$ cat src/rtl/mac_seq_engine.sv
`timescale 1ns/1ps
// ---------------------------------------------------------------------------
// mac_seq_engine
//   Sequential unsigned multiply-accumulate engine. Each run takes N operand
//   pairs over a valid/ready handshake. Each pair goes through a W-cycle
//   shift-add multiplier, or skips it when either operand is zero. The
//   products are summed into an ACC_W-bit accumulator. A run either starts
//   from zero (mode=0) or continues from the previous result (mode=1).
//   Carries out of the accumulator set a sticky overflow flag.
//
// Ports
//   clk     in   rising-edge clock
//   rst     in   asynchronous active-low reset
//   stf     in   start request, sampled only while idle
//   mode    in   sampled with stf: 0 = clear accumulator, 1 = accumulate on res
//   in_vld  in   operand pair valid
//   in_a    in   [W]     multiplicand
//   in_b    in   [W]     multiplier
//   in_rdy  out  engine waiting for an operand pair
//   eof     out  engine idle
//   done    out  one-cycle pulse when res has been updated
//   res     out  [ACC_W] result register
//   ovf     out  sticky accumulator overflow
// ---------------------------------------------------------------------------
module mac_seq_engine #(
  parameter int W     = 8,
  parameter int N     = 4,
  parameter int ACC_W = 2*W + $clog2(N)
) (
  input  logic             clk,
  input  logic             rst,
  input  logic             stf,
  input  logic             mode,
  input  logic             in_vld,
  input  logic [W-1:0]     in_a,
  input  logic [W-1:0]     in_b,
  output logic             in_rdy,
  output logic             eof,
  output logic             done,
  output logic [ACC_W-1:0] res,
  output logic             ovf
);

  // The +1 keeps the counters at least one bit wide when N or W is 1.
  localparam int CNT_W = $clog2(N + 1);
  localparam int BIT_W = $clog2(W + 1);

  typedef enum logic [2:0] {
    S_IDLE,
    S_WAIT,
    S_MUL,
    S_ACC,
    S_DONE
  } state_e;

  state_e             state_q;
  logic [ACC_W-1:0]   acc_q;
  logic [ACC_W-1:0]   res_q;
  logic               ovf_q;
  logic [2*W-1:0]     prod_q;
  logic [2*W-1:0]     mcand_q;
  logic [W-1:0]       mplier_q;
  logic [BIT_W-1:0]   bit_cnt_q;
  logic [CNT_W-1:0]   term_cnt_q;
  logic               in_rdy_q;
  logic               eof_q;
  logic               done_q;

  // Partial-product step for the current multiplier bit.
  logic [2*W-1:0]     prod_d;
  // One extra bit catches the carry out of the accumulator.
  logic [ACC_W:0]     acc_sum_d;

  assign prod_d    = prod_q + (mplier_q[0] ? mcand_q : '0);
  assign acc_sum_d = {1'b0, acc_q} + (ACC_W+1)'(prod_q);

  // in_rdy, eof and done are flops. They are set on the same edge as the
  // state change, so they match the state with no path from the inputs.
  always_ff @(posedge clk or negedge rst) begin
    // NOTE: every register is in the async reset, datapath included. A
    // mid-run abort therefore leaves no stale partial product or counter.
    if (!rst) begin
      state_q    <= S_IDLE;
      acc_q      <= '0;
      res_q      <= '0;
      ovf_q      <= 1'b0;
      prod_q     <= '0;
      mcand_q    <= '0;
      mplier_q   <= '0;
      bit_cnt_q  <= '0;
      term_cnt_q <= '0;
      in_rdy_q   <= 1'b0;
      eof_q      <= 1'b1;
      done_q     <= 1'b0;
    end else begin
      // NOTE: sequential state uses non-blocking assignments only. Every
      // branch then reads the pre-edge values, whatever the statement order.
      case (state_q)
        S_IDLE: begin
          if (stf) begin
            state_q    <= S_WAIT;
            term_cnt_q <= '0;
            in_rdy_q   <= 1'b1;
            eof_q      <= 1'b0;
            if (mode) begin
              acc_q <= res_q;
            end else begin
              acc_q <= '0;
              ovf_q <= 1'b0;
            end
          end
        end

        S_WAIT: begin
          if (in_vld) begin
            mcand_q   <= {{W{1'b0}}, in_a};
            mplier_q  <= in_b;
            prod_q    <= '0;
            bit_cnt_q <= '0;
            in_rdy_q  <= 1'b0;
            // A zero operand gives a zero product, so the multiplier is skipped.
            state_q   <= (in_a == '0 || in_b == '0) ? S_ACC : S_MUL;
          end
        end

        S_MUL: begin
          prod_q   <= prod_d;
          mcand_q  <= mcand_q << 1;
          mplier_q <= mplier_q >> 1;
          if (bit_cnt_q == BIT_W'(W - 1)) begin
            state_q <= S_ACC;
          end else begin
            bit_cnt_q <= bit_cnt_q + 1'b1;
          end
        end

        S_ACC: begin
          acc_q      <= acc_sum_d[ACC_W-1:0];
          term_cnt_q <= term_cnt_q + 1'b1;
          if (acc_sum_d[ACC_W]) begin
            ovf_q <= 1'b1;
          end
          if (term_cnt_q == CNT_W'(N - 1)) begin
            state_q <= S_DONE;
            res_q   <= acc_sum_d[ACC_W-1:0];
            done_q  <= 1'b1;
          end else begin
            state_q  <= S_WAIT;
            in_rdy_q <= 1'b1;
          end
        end

        S_DONE: begin
          state_q <= S_IDLE;
          done_q  <= 1'b0;
          eof_q   <= 1'b1;
        end

        default: begin
          state_q  <= S_IDLE;
          in_rdy_q <= 1'b0;
          done_q   <= 1'b0;
          eof_q    <= 1'b1;
        end
      endcase
    end
  end

  assign in_rdy = in_rdy_q;
  assign eof    = eof_q;
  assign done   = done_q;
  assign res    = res_q;
  assign ovf    = ovf_q;

endmodule

$ cat config.mk
export PLATFORM = sky130hd
export DESIGN_NAME = mac_seq_engine
export DESIGN_NICKNAME = d
export VERILOG_FILES = /design/src/rtl/mac_seq_engine.sv
export SDC_FILE = /design/constraint.sdc
export NUM_CORES = 1
export LEC_CHECK = 0
export ABC_AREA = 1
export ABC_CLOCK_PERIOD_IN_PS = 2000
export CAP_MARGIN = 20
export CORE_ASPECT_RATIO = 1.1
export CORE_MARGIN = 4
export CORE_UTILIZATION = 47
export DETAILED_ROUTE_END_ITERATION = 7
export GPL_TIMING_DRIVEN = 0
export PLACE_DENSITY_LB_ADDON = 0.05
export SKIP_CTS_REPAIR_TIMING = 1
export SLEW_MARGIN = 20
export SYNTH_ARGS = -nofsm -noshare
export SYNTH_HDL_FRONTEND = slang
export SYNTH_SLANG_ARGS = --single-unit
$ cat constraint.sdc
create_clock -name clk -period 2 [get_ports clk]
set_clock_uncertainty 0.05 [all_clocks]
set_input_delay 0.2 -clock clk [delete_from_list [all_inputs] [get_ports clk]]
set_output_delay 0.2 -clock clk [all_outputs]
set_load 0.01 [all_outputs]
# Word-level counts from Yosys, hierarchy flattened
# Cells that the tools add are included.
# op_classes
eq_ne	14
n_reduce_logical	18
n_mux	33
addsub	4
bitwise_logic	3
# op_table
operator	n
16-bit one-hot mux with 2 select lines	2
16-bit 2-to-1 mux	3
18-bit 2-to-1 mux	2
18-bit one-hot mux with 2 select lines	1
18-bit by 16-bit adder with 19-bit output	1
16-bit adder	1
8-bit logical NOT	2
2-bit inequality test, second input constant	8
8-bit one-hot mux with 2 select lines	1
3-bit 2-to-1 mux	5
3-bit one-hot mux with 4 select lines	1
2-bit AND reduction	5
3-bit by 2-bit == test with 1-bit output, second input constant	3
1-bit 2-to-1 mux	9
4-bit 2-to-1 mux	2
8-bit 2-to-1 mux	1
4-bit one-hot mux with 2 select lines	1
4-bit AND reduction	2
1-bit one-hot mux with 2 select lines	3
3-bit one-hot mux with 2 select lines	1
3-bit AND reduction	2
3-bit OR reduction	2
4-bit by 1-bit adder with 4-bit output, second input constant	1
4-bit by 3-bit == test with 1-bit output, second input constant	1
9 further kinds	12
# totals
regBits	90
wordCells	84

# Longest topological paths before layout
# logic_depth
depth_word	5
ltp_mapped	14

# Worst setup path before layout
# Ideal clock, no wire load.
# synth_path
path_type	flip-flop to flip-flop
start	reg mplier_q[0]
end	reg prod_q[14]
path_stages_with_launch	14
arrival_ns	1.981
slack_ns	-0.113
n_path_buf	2
period_less_slack_ns	2.113
cell_sequence	dfrtp_1 clkbuf_1 clkbuf_1 nand2_1 inv_1 ha_1 fa_1 nand2_1 nand3_1 nand3b_1 nand2_1 nand2_1 nand2_1 o21ai_0
# synth_between
elab_chain_cells	3
# synth_rtl
item	line_no	rtl
start: declaration	62	logic [W-1:0] mplier_q;
start signal: assignment	117	mplier_q <= in_b;
start signal: assignment	129	mplier_q <= mplier_q >> 1;
16-bit 2-to-1 mux	74	assign prod_d = prod_q + (mplier_q[0] ? mcand_q : '0);
16-bit adder	74	
16-bit one-hot mux with 2 select lines	98	case (state_q)
end signal: assignment	127	prod_q <= prod_d;
end: declaration	60	logic [2*W-1:0] prod_q;
# Every way passes these cells.
# A chain may end at the register's enable or synchronous reset.

# Worst setup path after layout
# Same ends and word-level chain as after synthesis.

==> key figures <==
Critical path
  – Crit path to: prod_q[14]$_DFFE_PN0P_
  – CP endpoint kind: flip-flop
  – CP Data Required Time: 2.23 ns
  – Startpoint types: flip-flop
  – Crit Path Class: flip-flop to flip-flop
  – Crit Path Max Fanout: 6
  – R2r startpoint: mplier_q[0]$_DFFE_PN0P_
  – CP startpoint: mplier_q[0]$_DFFE_PN0P_
  – Worst Path Arrival: 2.25 ns
  – R2r endpoint: prod_q[14]$_DFFE_PN0P_
  – FF-to-FF path depth: 12
  – R2R setup slack: -0.02 ns

Clock network
  – Num CTS Buffers: 9
  – CTS tree: yes
  – Skew-Pair Late Insertion Delay: 0.36 ns
  – Root Buffer: clkbuf_16
  – CTS Buffer Depth: 2
  – Clock-pin slew on the worst setup and hold paths: 0.07 ns
  – H-tree Lvls: 3
  – CTS sink cnt: 90

Final layout
  – Antenna cells: 0
  – Layout area overhead: 27.8%
  – Cell area after layout: 0.00735 mm2
  – Layout cells sized above 1: 18.5%
  – Fin cells: 1018
  – Fin nets: 916
  – Final core occ: 61.3%

Die
  – Core footprint: 0.0120 mm2
  – Die Ht: 124 um
  – Initial core utilization: 48.0%
  – Io pins: 43
  – Die Area: 0.0141 mm2
  – Row cnt: 42
  – Die Wd: 113 um

GRT
  – GRT busiest layer: met2
  – GRT Total Usage: 22.6%
  – Number of global-route vias before repair: 5153
  – Initial antenna violation count: 0
  – M2 GR Usage: 38.7%
  – First-pass GRT wire length: 25000 um
  – Met1 Usage GRT: 28.9%
  – Met3 usage: 4.28%
  – Largest net degree at the start of global routing: 66
  – Grt total ovfl: 0

Yosys
  – Syn Std Cell Area: 0.00575 mm2
  – Synthesized area per cell: 7.26 um2
  – Async SR Flop Fraction: 100%
  – Synth Area in Adders: 8.10%
  – Main combinational cell family by area after synthesis: simple AND/OR/NAND/NOR gates
  – Syn_nets: 849
  – XOR/XNOR share of the synthesized area: 1.22%
  – Simple-Gate Fraction of Synth Area: 27.7%
  – Top_reg_cell synth: dfrtp_1
  – Ys Warns: 0
  – Area leader, netlist: dfrtp_1
  – Synth unique cells: 43
  – Share of the synthesized area in the top cell type: 38.7%
  – Post-synthesis sequential area ratio: 39.2%
  – Seq cells post-synth: 90
  – List of most frequent post-synthesis cells: 270 x nand2_1, 89 x dfrtp_1, 86 x inv_1
  – Post-Syn Instances: 792
  – Post-synth EDFFs: 0
  – Top-count cell post-synth: nand2_1
  – Mux share of post-synthesis cell area: 0%
  – Synth Area in Compound Gates: 15.2%
  – Synth top area cells: dfrtp_1 39%, nand2_1 18%, ha_1 7.4%

Pwr
  – Power consumption: 11.2 mW
  – PD cells: 1520 mW/mm2
  – Maximum VDD drop: 0.000826 V
  – Static Leak: 3.57 nW

STA
  – Fmax: 0.496 GHz
  – Max-slew violation count: 0
  – Tmin final: 2.02 ns
  – RSZ-0062 raised after global routing: yes
  – PnR worst setup slack: -0.0155 ns
  – Setup violations, final: 1
  – Worst hold margin: 0.222 ns
  – Worst-margin pin slew: 0.685 ns
  – Setup TNS: -0.0155 ns
  – Final period utilization: 101%
  – Hold Fails Final Rpt: 0
  – Slew headroom: 54.4%

Run status
  – Status: finished, violations left
  – Failing checks: negative setup slack

Placement
  – DPL Wire Length: 11400 um
  – Dpl cells: 988
  – Port buffer count: 41
  – Gp weighted congestion: 0.902
  – Cell area after placement: 0.00639 mm2
  – Worst slack, placed: -0.291 ns

Job
  – Maxcap violations: 0

Worst hold path
  – Min-delay worst type: input port to async pin

Routing
  – Total routed wirelength: 15900 um
  – Avg WL per Cell: 15.6 um
  – DRC Markers: 0
  – Detail Route Antenna Nets: 0
  – DR iter-0 viols: 387
  – DR vias/cell: 5.34
  – Vias: 5441
  – TritonRoute pass-1 iters: 5
## metal layers
layer	share of wire, %	up-vias
met2	49	120
met3	4.3	23
met4	1.7	0
li1	-	2737
met1	45	2561
met5	0	-
## placed cells by master, fill, tap and decap left out, drive strengths merged, types with 13 or more instances in the layout
cell,Yosys,routed
o211ai,13,13
nor2,47,47
nand3,51,51
buf,17,34
nand2,274,274
ha,34,34
clkdlybuf4s50,0,40
a21oi,45,45
inv,92,93
clkbuf,8,15
o21ai,60,60
dfrtp,89,89
## registers in the layout, indices dropped and copies added (netlist names)
name	flops
acc_q	18
bit_cnt_q	4
done	1
eof	1
in_rdy	1
mcand_q	16
mplier_q	8
ovf	1
prod_q	16
res	18
state_q	3
term_cnt_q	3
## power by group
part           switching, mW  internal (mW)
Clock                  0.804           1.10
Sequential             0.643           2.55
Combinational           3.53           2.53
## how the worst min path moves through the flow
stage / to / cells after the start / slack (ns) / startpoint
2_1_floorplan: acc_q[0]$_DFFE_PN0P_ / 0 / -0.15 / rst
3_3_place_gp: ovf$_DFFE_PN0P_ / 2 / 0.41 / ovf$_DFFE_PN0P_
3_5_place_dp: term_cnt_q[2]$_DFFE_PN0P_ / 1 / 0.04 / rst
4_1_cts: acc_q[2]$_DFFE_PN0P_ / 1 / -0.35 / rst
5_1_grt: term_cnt_q[2]$_DFFE_PN0P_ / 2 / 0.25 / rst
6_report: res[1]$_DFFE_PN0P_ / 2 / 0.22 / rst
## area by class of cell
cell class / count / area (um2)
tap: 154 / 193
clock buffer: 9 / 225
multi-input combinational: 585 / 3520
buffer: 24 / 150
clock inverter: 7 / 101
inverter: 92 / 348
fill: 1046 / 4630
timing repair buffer: 57 / 553
sequential: 90 / 2260
## critical path, stage by stage, from the launching register on
cell and delay [ns]:
dfrtp_2 0.46, buf_6 0.15, nand2_4 0.06, inv_4 0.03
ha_4 0.15, fa_2 0.41, nand2_2 0.10, nand3_4 0.09
nand3b_1 0.14, nand2_2 0.08, nand2_1 0.06, nand2_1 0.04
o21ai_1 0.10
## cells by family after synthesis
logic type,after synthesis
AO/OA/AOI/OAI,152
XOR/XNOR,8
adder cells (fa/ha/maj),36
buffers and inverters,117
flip-flops,90
AND/OR/NAND/NOR,389
No activity file was read; power rests on OpenSTA's default activity.
==> variant 1: new RTL, same flow settings <==
Put one more register stage on the output `ovf`, with the module's reset. The value now appears one clock later. The other outputs are not delayed to match.
--- a/src/rtl/mac_seq_engine.sv
+++ b/src/rtl/mac_seq_engine.sv
@@ -170,7 +170,13 @@
   assign eof    = eof_q;
   assign done   = done_q;
   assign res    = res_q;
-  assign ovf    = ovf_q;
+  always_ff @(posedge clk or negedge rst) begin
+    if (!rst) begin
+      ovf <= '0;
+    end else begin
+      ovf <= ovf_q;
+    end
+  end
 
 endmodule
 
Formal check against the unedited RTL: no difference found for any inputs over 10 cycles, from zero or initial values and one cycle with rst low; that may be too few to reach the edited logic, so the function may still have changed.
==> variant 1 against the unedited design <==
The flow still finishes with violations (setup timing); critical path depth did not move; area after synthesis is 0.44% higher; synthesized cell count increased by 0.13%; largest cell class unchanged; critical path type unchanged; sequential cell count rose by 1; final area decreased by 0.58%; wire length up 0.72%; total power down 1.6%; worst setup slack got worse by 0.029 ns.
==> variant 1: results (changes against the unedited design) <==
| Metric | Value |
|---|---|
| Drt initial violations | 289 (-25%) |
| Setup TNS after final layout | -0.0940 ns (-0.0785 ns) |
| Fraction of area in multi-input gates | 48.0% (+0.16 points) |
| Synth top area cells | dfrtp_1, nand2_1, ha_1, inv_1, o21ai_0 |
| HPWL reported at the end of detailed placement | 11.6 mm (+1.7%) |
| Routed length per instance | 15.8 um (+1.0%) |
| Met1 capacity usage during global routing | 30.2% (+1.3 points) |
| GP Congestion | 0.916 (+1.6%) |
| Nets in the synthesized netlist | 850 (+0.12%) |
| Arr. time, crit path | 2.29 ns (+0.04 ns) |
| Clock network area share | 4.13% (-0.32 points) |
| Switching power | 0.00494 W (-0.59%) |
| Proportion of synthesized chip area in sequential cells | 39.5% (+0.26 points) |
| Post-route setup slack | -0.0448 ns (-0.0292 ns) |
| Share of the synthesized area in compound gates (AO/OA/AOI/OAI) | 15.2% (-0.066 points) |
| Most used standard cells in the synthesized netlist | nand2_1, dfrtp_1, inv_1 |
| Filler cell count | 1084 (+3.6%) |
| Number of placed instances with taps included | 989 (+0.10%) |
| Maximum number of pins on one net before global-route repair | 65 (-1.5%) |
| Xor/xnor cell area share of the yosys netlist | 1.21% (-0.0053 points) |
| Termination of the worst setup path | prod_q[12]$_DFFE_PN0P_ |
| Gate count after technology mapping | 793 (+0.13%) |
| Total of endpoints with negative setup slack in the final report | 3 (+2) |
| Total number of vias | 5467 (+0.48%) |
| Standard cell area after detailed placement | 6410 um2 (+0.39%) |
| Status | finished with violations |
| Area share of buffers outside the clock network | 9.20% (-0.37 points) |
| Detailed-routed wire length on met3 | 724 um (+6.8%) |
| Flip-flop and latch count after synthesis | 91 (+1.1%) |
| Multi-input combinational cell area | 3510 um2 (-0.25%) |
| Fraction of the mapped netlist area in adder cells | 8.06% (-0.035 points) |
| # nets final | 913 (-0.33%) |
| WL met1 | 7.15 mm (+0.35%) |
| Pre-CTS worst setup slack | -0.303 ns (-0.0117 ns) |
| Violations in the final reports | setup timing |
| Number of clock-tree buffers in the layout | 10 (+1) |
| Worst slew margin relative to its limit | 53.1% (-1.2 points) |
| Met2 WL | 7.86 mm (+0.41%) |
| Via count of the first global-routing pass | 5251 (+1.9%) |
| Non-clock buffer count in the final layout | 77 (-4.9%) |
variant 1: worst min-delay path by stage:
| stage | from | slack (ns) | to |
|---|---|---|---|
| final | rst | 0.23 | term_cnt_q[0]$_DFFE_PN0P_ |
| after global routing | rst | 0.26 | term_cnt_q[0]$_DFFE_PN0P_ |
| after global placement | ovf_q$_DFFE_PN0P_ | 0.31 | ovf$_DFF_PN0_ |
| after detailed placement | rst | 0.04 | term_cnt_q[0]$_DFFE_PN0P_ |
| after floorplan | rst | -0.15 | acc_q[0]$_DFFE_PN0P_ |
| after CTS | rst | -0.33 | term_cnt_q[0]$_DFFE_PN0P_ |
variant 1: power by group through the flow:
stage                     Sequential [W]  Clock [W]  Combinational [W]
final                            0.00324    0.00179            0.00596
after global routing             0.00333    0.00190            0.00669
after CTS                        0.00311    0.00180            0.00515
after detailed placement         0.00314          0            0.00512
after global placement           0.00312          0            0.00500
after floorplan                  0.00304          0            0.00365
==> variant 2: new RTL, same flow settings <==
Without the edit above. The parameter `N` goes from 4 to 16.
--- a/src/rtl/mac_seq_engine.sv
+++ b/src/rtl/mac_seq_engine.sv
@@ -24,7 +24,7 @@
 // ---------------------------------------------------------------------------
 module mac_seq_engine #(
   parameter int W     = 8,
-  parameter int N     = 4,
+  parameter int N     = 16,
   parameter int ACC_W = 2*W + $clog2(N)
 ) (
   input  logic             clk,
Ports: changed (resized res); port bits go from 43 to 45. The function was not compared with the original's and may differ.
==> variant 2 against the unedited design <==
The flow still finishes with violations (setup timing); wire length up 7.6%; total power down 5.8%; sequential cell count up 6; area after synthesis up 6.9%; final area up 6.5%; worst hold slack better by 0.033 ns; worst setup slack worse by 0.055 ns; first-iteration DRC count down 9.0%; highest routed layer unchanged.
==> variant 2: results (changes against the unedited design) <==
| Metric | Value |
|---|---|
| Status | finished with violations |
| Violations in the final reports | setup timing |
| Delay contributed by the slowest stage of the critical path | 0.48 ns (+0.02 ns) |
| HPWL reported at the end of detailed placement | 12.0 mm (+5.7%) |
| Register Area | 2410 um2 (+6.6%) |
| Cell type group with the largest total delay on the critical path | simple AND/OR/NAND/NOR gates |
| Filler cell count | 1102 (+5.4%) |
| Synth unique cells | 37 (-14%) |
| Total number of vias | 5855 (+7.6%) |
| Leakage component of the power | 3.78 nW (+5.7%) |
| Worst supply voltage drop on vdd | 0.609 mV (-26%) |
| Post-route setup slack | -0.0706 ns (-0.0551 ns) |
| Switch share | 44.7% (+0.12 points) |
| Avg Inst Size Synth | 7.18 um2 (-1.1%) |
| Total of endpoints with negative setup slack in the final report | 9 (+8) |
| Arr. time, crit path | 2.31 ns (+0.06 ns) |
| Standard cell area after detailed placement | 6820 um2 (+6.7%) |
| Detailed-routed wire length on met3 | 784 um (+16%) |
| Total Wirelength | 17.1 mm (+7.6%) |
| GRT Overall Usage | 22.3% (-0.34 points) |
| Count of port buffers added during placement | 44 (+7.3%) |
| GP Congestion | 0.936 (+3.8%) |
| Fraction of the mapped netlist area in adder cells | 7.58% (-0.52 points) |
| Drt initial violations | 352 (-9.0%) |
| Via count of the first global-routing pass | 5520 (+7.1%) |
| Share of the synthesized area in compound gates (AO/OA/AOI/OAI) | 13.8% (-1.5 points) |
| Fraction of layout instances using a drive strength above 1 | 18.4% (-0.12 points) |
| Nets in the synthesized netlist | 913 (+7.5%) |
| Maximum number of pins on one net before global-route repair | 62 (-6.1%) |
| GR met3 Demand/Resource | 2.69% (-1.6 points) |
| Worst-margin pin slew | 0.545 ns (-0.139 ns) |
| DR vias/cell | 5.36 (+0.32%) |
| Synth top area cells | dfrtp_1, nand2_1, ha_1, inv_1, nor2_1 |
| Proportion of synthesized chip area in sequential cells | 39.1% (-0.071 points) |
| Setup TNS after final layout | -0.358 ns (-0.343 ns) |
| Met1 capacity usage during global routing | 29.7% (+0.75 points) |
| Met2 WL | 8.38 mm (+7.1%) |
| Met2 Use GR | 36.2% (-2.4 points) |
| Most used standard cells in the synthesized netlist | nand2_1, dfrtp_1, inv_1 |
| Pre-CTS worst setup slack | -0.306 ns (-0.0147 ns) |
| Initial antenna violation count | 0 (unchanged) |
| Global-route wire length before repair | 26.3 mm (+5.4%) |
| WL met1 | 7.45 mm (+4.7%) |
| Xor/xnor cell area share of the yosys netlist | 1.85% (+0.63 points) |
## variant 2: changes by cell type in the layout (fill, tap and decap cells not counted), moves of 5 or more
cell / delta
buf_2: +6
dfrtp_1: +7
nor2_1: +28
inv_1: +9
nand2_1: +15
o21ai_1: -11
a21oi_2: +5
xnor2_1: +5
## variant 2: power by group through the flow
stage	sequential [W]	combinational (W)	clock [W]
final	0.00309	0.00564	0.00178
after global routing	0.00316	0.00625	0.00190
after detailed placement	0.00298	0.00456	0
after floorplan	0.00284	0.00346	0
after CTS	0.00294	0.00459	0.00182
after global placement	0.00296	0.00446	0
## variant 2: final timing paths
kind,from,to,slack (ns),cells past startpoint
max,mplier_q[0]$_DFFE_PN0P_,prod_q[12]$_DFFE_PN0P_,-0.07,12
min,rst,term_cnt_q[0]$_DFFE_PN0P_,0.25,2
max reg2reg,mplier_q[0]$_DFFE_PN0P_,prod_q[12]$_DFFE_PN0P_,-0.07,12
min reg2reg,eof$_DFFE_PN1P_,eof$_DFFE_PN1P_,0.44,2
max in group asynchronous,rst,eof$_DFFE_PN1P_,1.00,3
min in group clk,in_b[7],mplier_q[7]$_DFFE_PN0P_,0.41,3
## variant 2: worst reg2reg max path: cells and delay by family, from the launching register on
family                   cells  cell delay (ns)
adder cells (fa/ha/maj)      2             0.55
buffers and inverters        2             0.20
flip-flops                   1             0.48
AND/OR/NAND/NOR              7             0.59
AO/OA/AOI/OAI                1             0.13
## variant 2: layout make-up
| type | count | share of cell area [%] |
|---|---|---|
| buffer | 27 | 2.14 |
| clock buffer | 10 | 2.93 |
| clock inverter | 6 | 0.863 |
| inverter | 98 | 4.73 |
| multi-input combinational | 634 | 48.1 |
| sequential | 96 | 30.8 |
| tap | 157 | 2.51 |
| timing repair buffer | 64 | 7.95 |
